File: config.mk
export PLATFORM = sky130hd
export DESIGN_NAME = uart_tx_sched
export DESIGN_NICKNAME = d
export VERILOG_FILES = /design/src/rtl/uart_tx_sched.sv
export SDC_FILE = /design/constraint.sdc
export NUM_CORES = 1
export LEC_CHECK = 0
export BUFFER_PORTS_ARGS = -buffer_cell sky130_fd_sc_hd__buf_4
export CAP_MARGIN = 20
export CORE_ASPECT_RATIO = 1.75
export CORE_UTILIZATION = 46
export CTS_CLUSTER_DIAMETER = 100
export DETAILED_ROUTE_END_ITERATION = 16
export PLACE_DENSITY = 0.73
export SLEW_MARGIN = 25
export SYNTH_ARGS = -nofsm -noshare
export SYNTH_HDL_FRONTEND = slang
export SYNTH_SLANG_ARGS = --single-unit
File: constraint.sdc
create_clock -name clk -period 2.49 [get_ports clk]
set_input_delay 0.249 -clock clk [delete_from_list [all_inputs] [get_ports clk]]
set_output_delay 0.249 -clock clk [all_outputs]
set_load 0.03 [all_outputs]
File: src/rtl/uart_tx_sched.sv
// Round-robin arbiter that shares one byte-wide UART transmitter between NUM_REQ requesters.
// Each granted word is sent LSB-first, one byte per tx_ena strobe, paced by tx_busy.
module uart_tx_sched #(
    parameter int NUM_REQ       = 2,
    parameter int DATA_WIDTH    = 32,
    parameter int START_TIMEOUT = 16
) (
    input  logic                          clk,
    input  logic                          reset_n,
    input  logic [NUM_REQ-1:0]            req,
    input  logic [NUM_REQ*DATA_WIDTH-1:0] req_data,
    input  logic [NUM_REQ*2-1:0]          req_len,
    output logic [NUM_REQ-1:0]            ack,
    output logic                          done,
    output logic                          err,
    output logic [2:0]                    owner,
    output logic                          busy,
    output logic                          tx_ena,
    output logic [7:0]                    tx_data,
    input  logic                          tx_busy
);

    localparam int CW = $clog2(START_TIMEOUT + 1);

    typedef enum logic [1:0] {IDLE, ISSUE, WAIT_START, WAIT_DONE} state_t;

    state_t                  state_reg, state_next;
    logic [2:0]              ptr_reg, ptr_next;
    logic [2:0]              owner_reg, owner_next;
    logic [DATA_WIDTH-1:0]   word_reg, word_next;
    logic [1:0]              len_reg, len_next;
    logic [1:0]              byte_idx_reg, byte_idx_next;
    logic [CW-1:0]           cnt_reg, cnt_next;
    logic [NUM_REQ-1:0]      ack_reg, ack_next;
    logic                    done_reg, done_next;
    logic                    err_reg, err_next;
    logic                    tx_ena_reg, tx_ena_next;
    logic [7:0]              tx_data_reg, tx_data_next;

    // Requester inputs padded to the full 8-entry owner space so a 3-bit index is always in range.
    logic [7:0]              req_pad;
    logic [DATA_WIDTH-1:0]   word_arr [8];
    logic [1:0]              len_arr  [8];

    genvar gi;
    generate
        for (gi = 0; gi < 8; gi++) begin : g_pad
            if (gi < NUM_REQ) begin : g_used
                assign req_pad[gi]  = req[gi];
                assign word_arr[gi] = req_data[gi*DATA_WIDTH +: DATA_WIDTH];
                assign len_arr[gi]  = req_len[gi*2 +: 2];
            end else begin : g_unused
                assign req_pad[gi]  = 1'b0;
                assign word_arr[gi] = '0;
                assign len_arr[gi]  = '0;
            end
        end
    endgenerate

    logic       grant_found;
    logic [2:0] grant_idx;
    logic [3:0] cand;
    logic [7:0] ack_onehot;

    // First pending requester at or above the RR pointer, wrapping modulo NUM_REQ.
    always_comb begin
        grant_found = 1'b0;
        grant_idx   = '0;
        cand        = '0;
        for (int k = 0; k < NUM_REQ; k++) begin
            cand = {1'b0, ptr_reg} + 4'(k);
            if (cand >= 4'(NUM_REQ)) begin
                cand = cand - 4'(NUM_REQ);
            end
            if (!grant_found && req_pad[cand[2:0]]) begin
                grant_found = 1'b1;
                grant_idx   = cand[2:0];
            end
        end
        ack_onehot = 8'd1 << grant_idx;
    end

    always_comb begin
        state_next    = state_reg;
        ptr_next      = ptr_reg;
        owner_next    = owner_reg;
        word_next     = word_reg;
        len_next      = len_reg;
        byte_idx_next = byte_idx_reg;
        cnt_next      = cnt_reg;
        ack_next      = '0;
        done_next     = 1'b0;
        err_next      = 1'b0;
        tx_ena_next   = 1'b0;
        tx_data_next  = tx_data_reg;
        case (state_reg)
            IDLE: begin
                if (grant_found) begin
                    state_next    = ISSUE;
                    owner_next    = grant_idx;
                    word_next     = word_arr[grant_idx];
                    len_next      = len_arr[grant_idx];
                    byte_idx_next = '0;
                    ack_next      = ack_onehot[NUM_REQ-1:0];
                    ptr_next      = (grant_idx == 3'(NUM_REQ - 1)) ? 3'd0 : grant_idx + 3'd1;
                end
            end
            ISSUE: begin
                if (!tx_busy) begin
                    tx_ena_next  = 1'b1;
                    tx_data_next = word_reg[{byte_idx_reg, 3'b000} +: 8];
                    cnt_next     = '0;
                    state_next   = WAIT_START;
                end
            end
            WAIT_START: begin
                // A UART that never acknowledges the strobe drops the rest of the word.
                if (tx_busy) begin
                    state_next = WAIT_DONE;
                end else if (cnt_reg == CW'(START_TIMEOUT - 1)) begin
                    err_next   = 1'b1;
                    done_next  = 1'b1;
                    state_next = IDLE;
                end else begin
                    cnt_next = cnt_reg + CW'(1);
                end
            end
            WAIT_DONE: begin
                if (!tx_busy) begin
                    if (byte_idx_reg == len_reg) begin
                        done_next  = 1'b1;
                        state_next = IDLE;
                    end else begin
                        byte_idx_next = byte_idx_reg + 2'd1;
                        state_next    = ISSUE;
                    end
                end
            end
            default: state_next = IDLE;
        endcase
    end

    always_ff @(posedge clk) begin
        if (!reset_n) begin
            state_reg    <= IDLE;
            ptr_reg      <= '0;
            owner_reg    <= '0;
            word_reg     <= '0;
            len_reg      <= '0;
            byte_idx_reg <= '0;
            cnt_reg      <= '0;
            ack_reg      <= '0;
            done_reg     <= 1'b0;
            err_reg      <= 1'b0;
            tx_ena_reg   <= 1'b0;
            tx_data_reg  <= '0;
        end else begin
            state_reg    <= state_next;
            ptr_reg      <= ptr_next;
            owner_reg    <= owner_next;
            word_reg     <= word_next;
            len_reg      <= len_next;
            byte_idx_reg <= byte_idx_next;
            cnt_reg      <= cnt_next;
            ack_reg      <= ack_next;
            done_reg     <= done_next;
            err_reg      <= err_next;
            tx_ena_reg   <= tx_ena_next;
            tx_data_reg  <= tx_data_next;
        end
    end

    assign ack     = ack_reg;
    assign done    = done_reg;
    assign err     = err_reg;
    assign owner   = owner_reg;
    assign busy    = (state_reg != IDLE);
    assign tx_ena  = tx_ena_reg;
    assign tx_data = tx_data_reg;

endmodule

Word-level counts from Yosys, hierarchy flattened

Cells that the tools add are included.

Latch bits: 0
Memories kept: 0
Memory bits (writable): 0
Output and inout port bits: 17
Flip-flop bits (word level): 62
Bits in read-only memories: 0

$add $sub $neg: 6
Div/mod/pow operators: 0
Multipliers: 0
Bitwise gates (word level): 2
Reduce and logical (&&, ||, !) cells: 14
Magnitude comparators: 5
Multiplexer cells: 38
Eq/ne operators: 13
Shift operators: 2

Operators by type and width:

| cell                                                              | count |
|---|---|
| binary-select mux 32 bit (select 3 bit)                           | 1 |
| two-way mux 32 bit                                                | 2 |
| indexed part select 32 x 6 -> 8 bit                               | 1 |
| two-way mux 2 bit                                                 | 10 |
| two-way mux 3 bit                                                 | 5 |
| two-way mux 5 bit                                                 | 3 |
| != test 2 bit, second input constant                              | 6 |
| AND reduction 4 bit                                               | 3 |
| two-way mux 1 bit                                                 | 10 |
| one-hot mux 5 bit (2 select lines)                                | 1 |
| less-than comparator 3 x 4 -> 1 bit, second input constant        | 2 |
| one-hot mux 2 bit (4 select lines)                                | 1 |
| AND reduction 2 bit                                               | 4 |
| binary-select mux 1 bit (select 3 bit)                            | 2 |
| binary-select mux 2 bit (select 3 bit)                            | 1 |
| nonzero test 2 bit                                                | 3 |
| subtractor 3 x 2 -> 3 bit, second input constant                  | 2 |
| adder 5 x 1 -> 5 bit, second input constant                       | 1 |
| == test 5 x 4 -> 1 bit, second input constant                     | 1 |
| adder 3 x 1 -> 4 bit, second input constant                       | 1 |
| == test 2 bit, second input constant                              | 2 |
| greater-or-equal comparator 4 x 2 -> 1 bit, second input constant | 1 |
| greater-or-equal comparator 4 bit, second input constant          | 1 |
| NOT 3 -> 4 bit                                                    | 1 |
| other kinds (15)                                                  | 15 |

Logic depth before layout (Yosys ltp)

Word-level depth: 12
Gate-level depth with buffers: 9
Gate-level depth less buffers: 8

Least setup slack after synthesis

No wires, ideal clock.

Path type: register to register
Start point: register ptr_reg[0]
End point: register len_reg[1]
Data required time: 2.433 ns
Arrival time: 2.192 ns
Cell stages (with the launch flop): 10
Setup slack: 0.240 ns
Setup time: 0.057 ns
Cells stage by stage: dfxtp_1 buf_6 inv_1 ha_1 nand2b_1 mux2i_1 a2111o_1 a211oi_4 buf_6 a221o_2

Longest elaborated chain between the ends: 12
Elaborated cells on any way between the ends: 22
Classes of those cells: add/sub (3); order compare (2); mux (13); bitwise (1); reduce/logical (3)

RTL lines:

| what                                                                          | line | RTL |
|---|---|---|
| start: declaration                                                            | 28   | `logic [2:0] ptr_reg, ptr_next;` |
| start signal: assignment                                                      | 159  | `ptr_reg <= ptr_next;` |
| parallel branches: the longest is 12 deep, another holds adder 3 x 1 -> 4 bit | -    |  |
| end signal: assignment                                                        | 162  | `len_reg <= len_next;` |
| end: declaration                                                              | 31   | `logic [1:0] len_reg, len_next;` |

Parallel ways; which one is timed is not known. The select of a mux whose other input is x is not followed.
A chain may end at the register's enable or synchronous reset.

Final worst setup path

Start point: register ptr_reg[1]
End point: register word_reg[13]

Longest elaborated chain between the ends: 12
Elaborated cells on any way between the ends: 22
Classes of those cells: add/sub (3); order compare (2); mux (13); bitwise (1); reduce/logical (3)

RTL lines:

| what                                                                          | line | RTL |
|---|---|---|
| parallel branches: the longest is 12 deep, another holds adder 3 x 1 -> 4 bit | -    |  |
| end signal: assignment                                                        | 161  | `word_reg <= word_next;` |
| end: declaration                                                              | 30   | `logic [DATA_WIDTH-1:0] word_reg, word_next;` |

Parallel ways; which one is timed is not known. The select of a mux whose other input is x is not followed.

==> metrics list <==
- The run finished with clean final reports.
* Number of flops mapped to enable cells by yosys: 0
- The analysis attributes to cell leakage a power of 0.001646 uW.
* Primary FF master, synth: sky130_fd_sc_hd__dfxtp_1
- Max FFs per register: 32
- The number of different library cells used by synthesis comes to 43.
* Clock Skews: 0.008037 ns
* Row count: 38
- The share of total power dissipated in sequential elements is 43.6%.
* Initial antenna violation count: 0
* Cts hold-fix bufs: 0
* YS warnings: 0
* Relative area change from synthesis to final layout: 31.39%
- Final setup vio count: 0
- 0 antenna diodes ended up in the layout.
- Number of buffers added for setup after CTS: 0
* Wire length of the first global-routing pass: 11.79 mm
* Largest area contributor in the synthesized netlist: sky130_fd_sc_hd__dfxtp_1
* Peak supply drop: 0.4052 mV
* Number of slew-limit violations in the final report: 0
* Multi-input combinational cell area: 1494 um^2
- Core ar.: 6181 um^2
- Clock root buffer: sky130_fd_sc_hd__clkbuf_8
- Once the floorplan was initialized, standard cells occupied 47.33% of the core.
- Final hold analysis gives a worst-case slack of 0.1317 ns.
- The detailed router finished its first iteration with 107 violations.
* Async SR Flop Fraction: 0%
- STA puts the critical path data required time at 2.71 ns.
- Leading cell types by total area after synthesis: sky130_fd_sc_hd__dfxtp_1, sky130_fd_sc_hd__a21oi_1, sky130_fd_sc_hd__a221o_1, sky130_fd_sc_hd__mux4_2, sky130_fd_sc_hd__nand2_1
* CP Max Fanout: 36
- Share of power burned in combinational logic: 28.6%
- Chip height: 107.5 um
* Total negative slack: 0 ns
- Via count: 2680
- Summing the sequential cell areas from Yosys gives 42.43% of the chip area.
* Worst hold path class: in2reg
* Final critical-path setup slack: 0.2273 ns
- 90 I/O pins were placed.
- Headroom to the max-slew limit came out at 56.71%.
- For this design the total switching power over the nets is 922.8 uW.
* Overall routed net length: 7.184 mm
- With fillers left out, the area of the finished cells amounts to 3844 um^2.
- Via count of the first global-routing pass: 2599
- The internal power of the cells totals 2046 uW.
- Number of port buffers: 89
- After synthesis the netlist holds a flip-flop and latch count of 62.
- Fmax: 442.0 MHz
* Sum of met2 wire segment lengths after detailed routing: 3.833 mm
* Category of the most critical setup path: reg2reg
- The synthesized design devotes to its leading area cell type 42.43% of total area.
- Final layout net count: 466
- For the worst-skew pair, the clock arrives at the later sink with an insertion delay of 0.34 ns.
- Number of buffers inserted during clock tree synthesis: 9
* Clock tree from TritonCTS: done
- Max-cap violations in this run came to 0.
* Largest net degree at the start of global routing: 44
* Clock Pin Slew Worst Setup and Hold Paths: 0.06 ns
* DR vias/cell: 5.702
- Total of fill cells in the finished design: 531
- Netlist area before placement: 2925 um^2
- Registers take 1241 um^2.
- Highest metal layer with signal wires: met4
- From left edge to right edge, the die measures 62.28 um.
* Number of clock sinks: 62
- Switching share of total power: 31.08%
- Wire length on met1: 2.696 mm
- Setup repair after global routing left no endpoint under its margin.
- The cell count after synthesis came out at 301.
- Crit start category: register
* Post-synthesis area per instance: 9.719 um^2
- Post-place setup slack: 0.2336 ns
* Resize count post-CTS: 0
- Final RePlAce weighted congestion: 0.8323
- Final hold vios: 0
- Number of remaining DRC errors: 0
- The post-route netlist has 36.41% of its cells at a drive strength greater than 1.
- In the global route stage, overall resource usage came out at 22.77%.
* Area enclosed by the die boundary: 6695 um^2
- For the pin with the worst max-slew slack, the measured transition is 0.6485 ns.
* Tmin final: 2.263 ns
* Met3 layer wire length in the routed design: 366 um
* Overall overflow remaining after global route: 0
- No sink is reached through more buffers than the 2 on the longest clock path.
- WL per Instance: 15.29 um
* Drt pass-1 iters: 4
- Crit path capture type: register
- The number of nets handed over by synthesis was 381.
* Arrival time of data at the critical path endpoint: 2.48 ns
* H-tree lvl count: 3
- PnR Total Power: 2969 uW
* Half-perimeter wire length after detailed placement: 5.204 mm
- Share of the clock period used by the worst path: 90.87%
* Residual antenna-violating net count after detailed routing: 0
- Post-detailed-placement cell area: 3657 um^2
- Power spread over the standard cell area amounts to 772.4 nW/um^2.
- Share of total power in the clock network: 27.8%
[Yosys cell counts, types with 2 or more instances]
cell                       instances
sky130_fd_sc_hd__a21oi_1          43
sky130_fd_sc_hd__a21oi_2           2
sky130_fd_sc_hd__a221o_1          21
sky130_fd_sc_hd__a221o_2          13
sky130_fd_sc_hd__a22o_1            8
sky130_fd_sc_hd__a31o_2            2
sky130_fd_sc_hd__a31oi_1           2
sky130_fd_sc_hd__and3_1            6
sky130_fd_sc_hd__buf_6             7
sky130_fd_sc_hd__clkbuf_1         15
sky130_fd_sc_hd__dfxtp_1          62
sky130_fd_sc_hd__ha_1              7
sky130_fd_sc_hd__inv_1            11
sky130_fd_sc_hd__mux2i_1           4
sky130_fd_sc_hd__mux4_2            8
sky130_fd_sc_hd__nand2_1          40
sky130_fd_sc_hd__nand2b_1          3
sky130_fd_sc_hd__nand3_1           5
sky130_fd_sc_hd__nand4_1           2
sky130_fd_sc_hd__nor2_1           11
sky130_fd_sc_hd__nor3_1            2
sky130_fd_sc_hd__o21ai_0           4
sky130_fd_sc_hd__xnor2_1           2
sky130_fd_sc_hd__xor2_1            2
[kinds of logic after synthesis]
kind of cell | Yosys count | share of synthesized area [%]
fa+ha+maj | 7 | 2.994
simple gates | 75 | 11.63
mux | 12 | 7.528
xor+xnor | 4 | 1.198
buf+inv | 36 | 6.587
compound gates | 105 | 27.63
flops | 62 | 42.43
[power groups by stage]
stage	combinational (uW)	sequential, uW	clock [uW]
CTS	855	1290	837
global placement	835	1310	0
floorplan	588	1290	0
global route	931	1310	887
detailed placement	855	1310	0
finish	849	1300	825
[stage by stage]
stage	cells	utilization, %
2_1_floorplan	301	-
3_3_place_gp	455	59.17
3_5_place_dp	455	59.17
4_1_cts	470	62.19
5_1_grt	470	62.19
6_report	470	62.19
[final timing paths]
check,start,end,slack [ns],depth (start not counted)
min,req_data[47],word_reg[15],0.13,2
max reg2reg,ptr_reg[1],word_reg[13],0.23,8
min reg2reg,owner[1],owner[1],0.48,1
max,ptr_reg[1],word_reg[13],0.23,8
[layer usage]
metal  up-vias  track usage [%]
li1       1298                -
met1      1265            24.47
met2        94            40.27
met3        23            5.508
met4         0            13.12
met5         -                0
[placed cells by master (no fill, tap or decap), types with 2 or more instances in the layout]
cell / instances
sky130_fd_sc_hd__dfxtp_1: 62
sky130_fd_sc_hd__xnor2_1: 2
sky130_fd_sc_hd__mux2i_1: 4
sky130_fd_sc_hd__ha_1: 7
sky130_fd_sc_hd__a31o_2: 2
sky130_fd_sc_hd__a31oi_1: 2
sky130_fd_sc_hd__nor2_1: 10
sky130_fd_sc_hd__a22o_1: 8
sky130_fd_sc_hd__a221o_1: 21
sky130_fd_sc_hd__nand2_1: 40
sky130_fd_sc_hd__a221o_2: 13
sky130_fd_sc_hd__clkbuf_8: 13
sky130_fd_sc_hd__o21ai_0: 4
sky130_fd_sc_hd__nand4_1: 2
sky130_fd_sc_hd__clkbuf_1: 2
sky130_fd_sc_hd__buf_12: 3
sky130_fd_sc_hd__and3_1: 6
sky130_fd_sc_hd__nor3_1: 2
sky130_fd_sc_hd__inv_1: 11
sky130_fd_sc_hd__buf_4: 96
sky130_fd_sc_hd__xor2_1: 2
sky130_fd_sc_hd__nand2b_1: 3
sky130_fd_sc_hd__nand3_1: 5
sky130_fd_sc_hd__a21oi_1: 43
sky130_fd_sc_hd__mux4_2: 8
sky130_fd_sc_hd__a21oi_2: 2
[area by class of cell]
cell class | instances | share of cell area (%)
multi-input cells | 203 | 38.87
flip-flops and latches | 62 | 32.29
repair buffers | 99 | 20.31
clock buffers | 15 | 4.850
well taps | 80 | 2.604
inverters | 11 | 1.074
[worst max-delay path: stages (launching register included)]
cell and delay [ns]:
sky130_fd_sc_hd__dfxtp_1 0.43, sky130_fd_sc_hd__inv_1 0.09, sky130_fd_sc_hd__ha_1 0.23, sky130_fd_sc_hd__nand2b_1 0.09
sky130_fd_sc_hd__mux2i_1 0.41, sky130_fd_sc_hd__a2111o_1 0.25, sky130_fd_sc_hd__a211oi_4 0.07, sky130_fd_sc_hd__buf_12 0.17
sky130_fd_sc_hd__a221o_2 0.39
(Power assumes the default switching activity.)
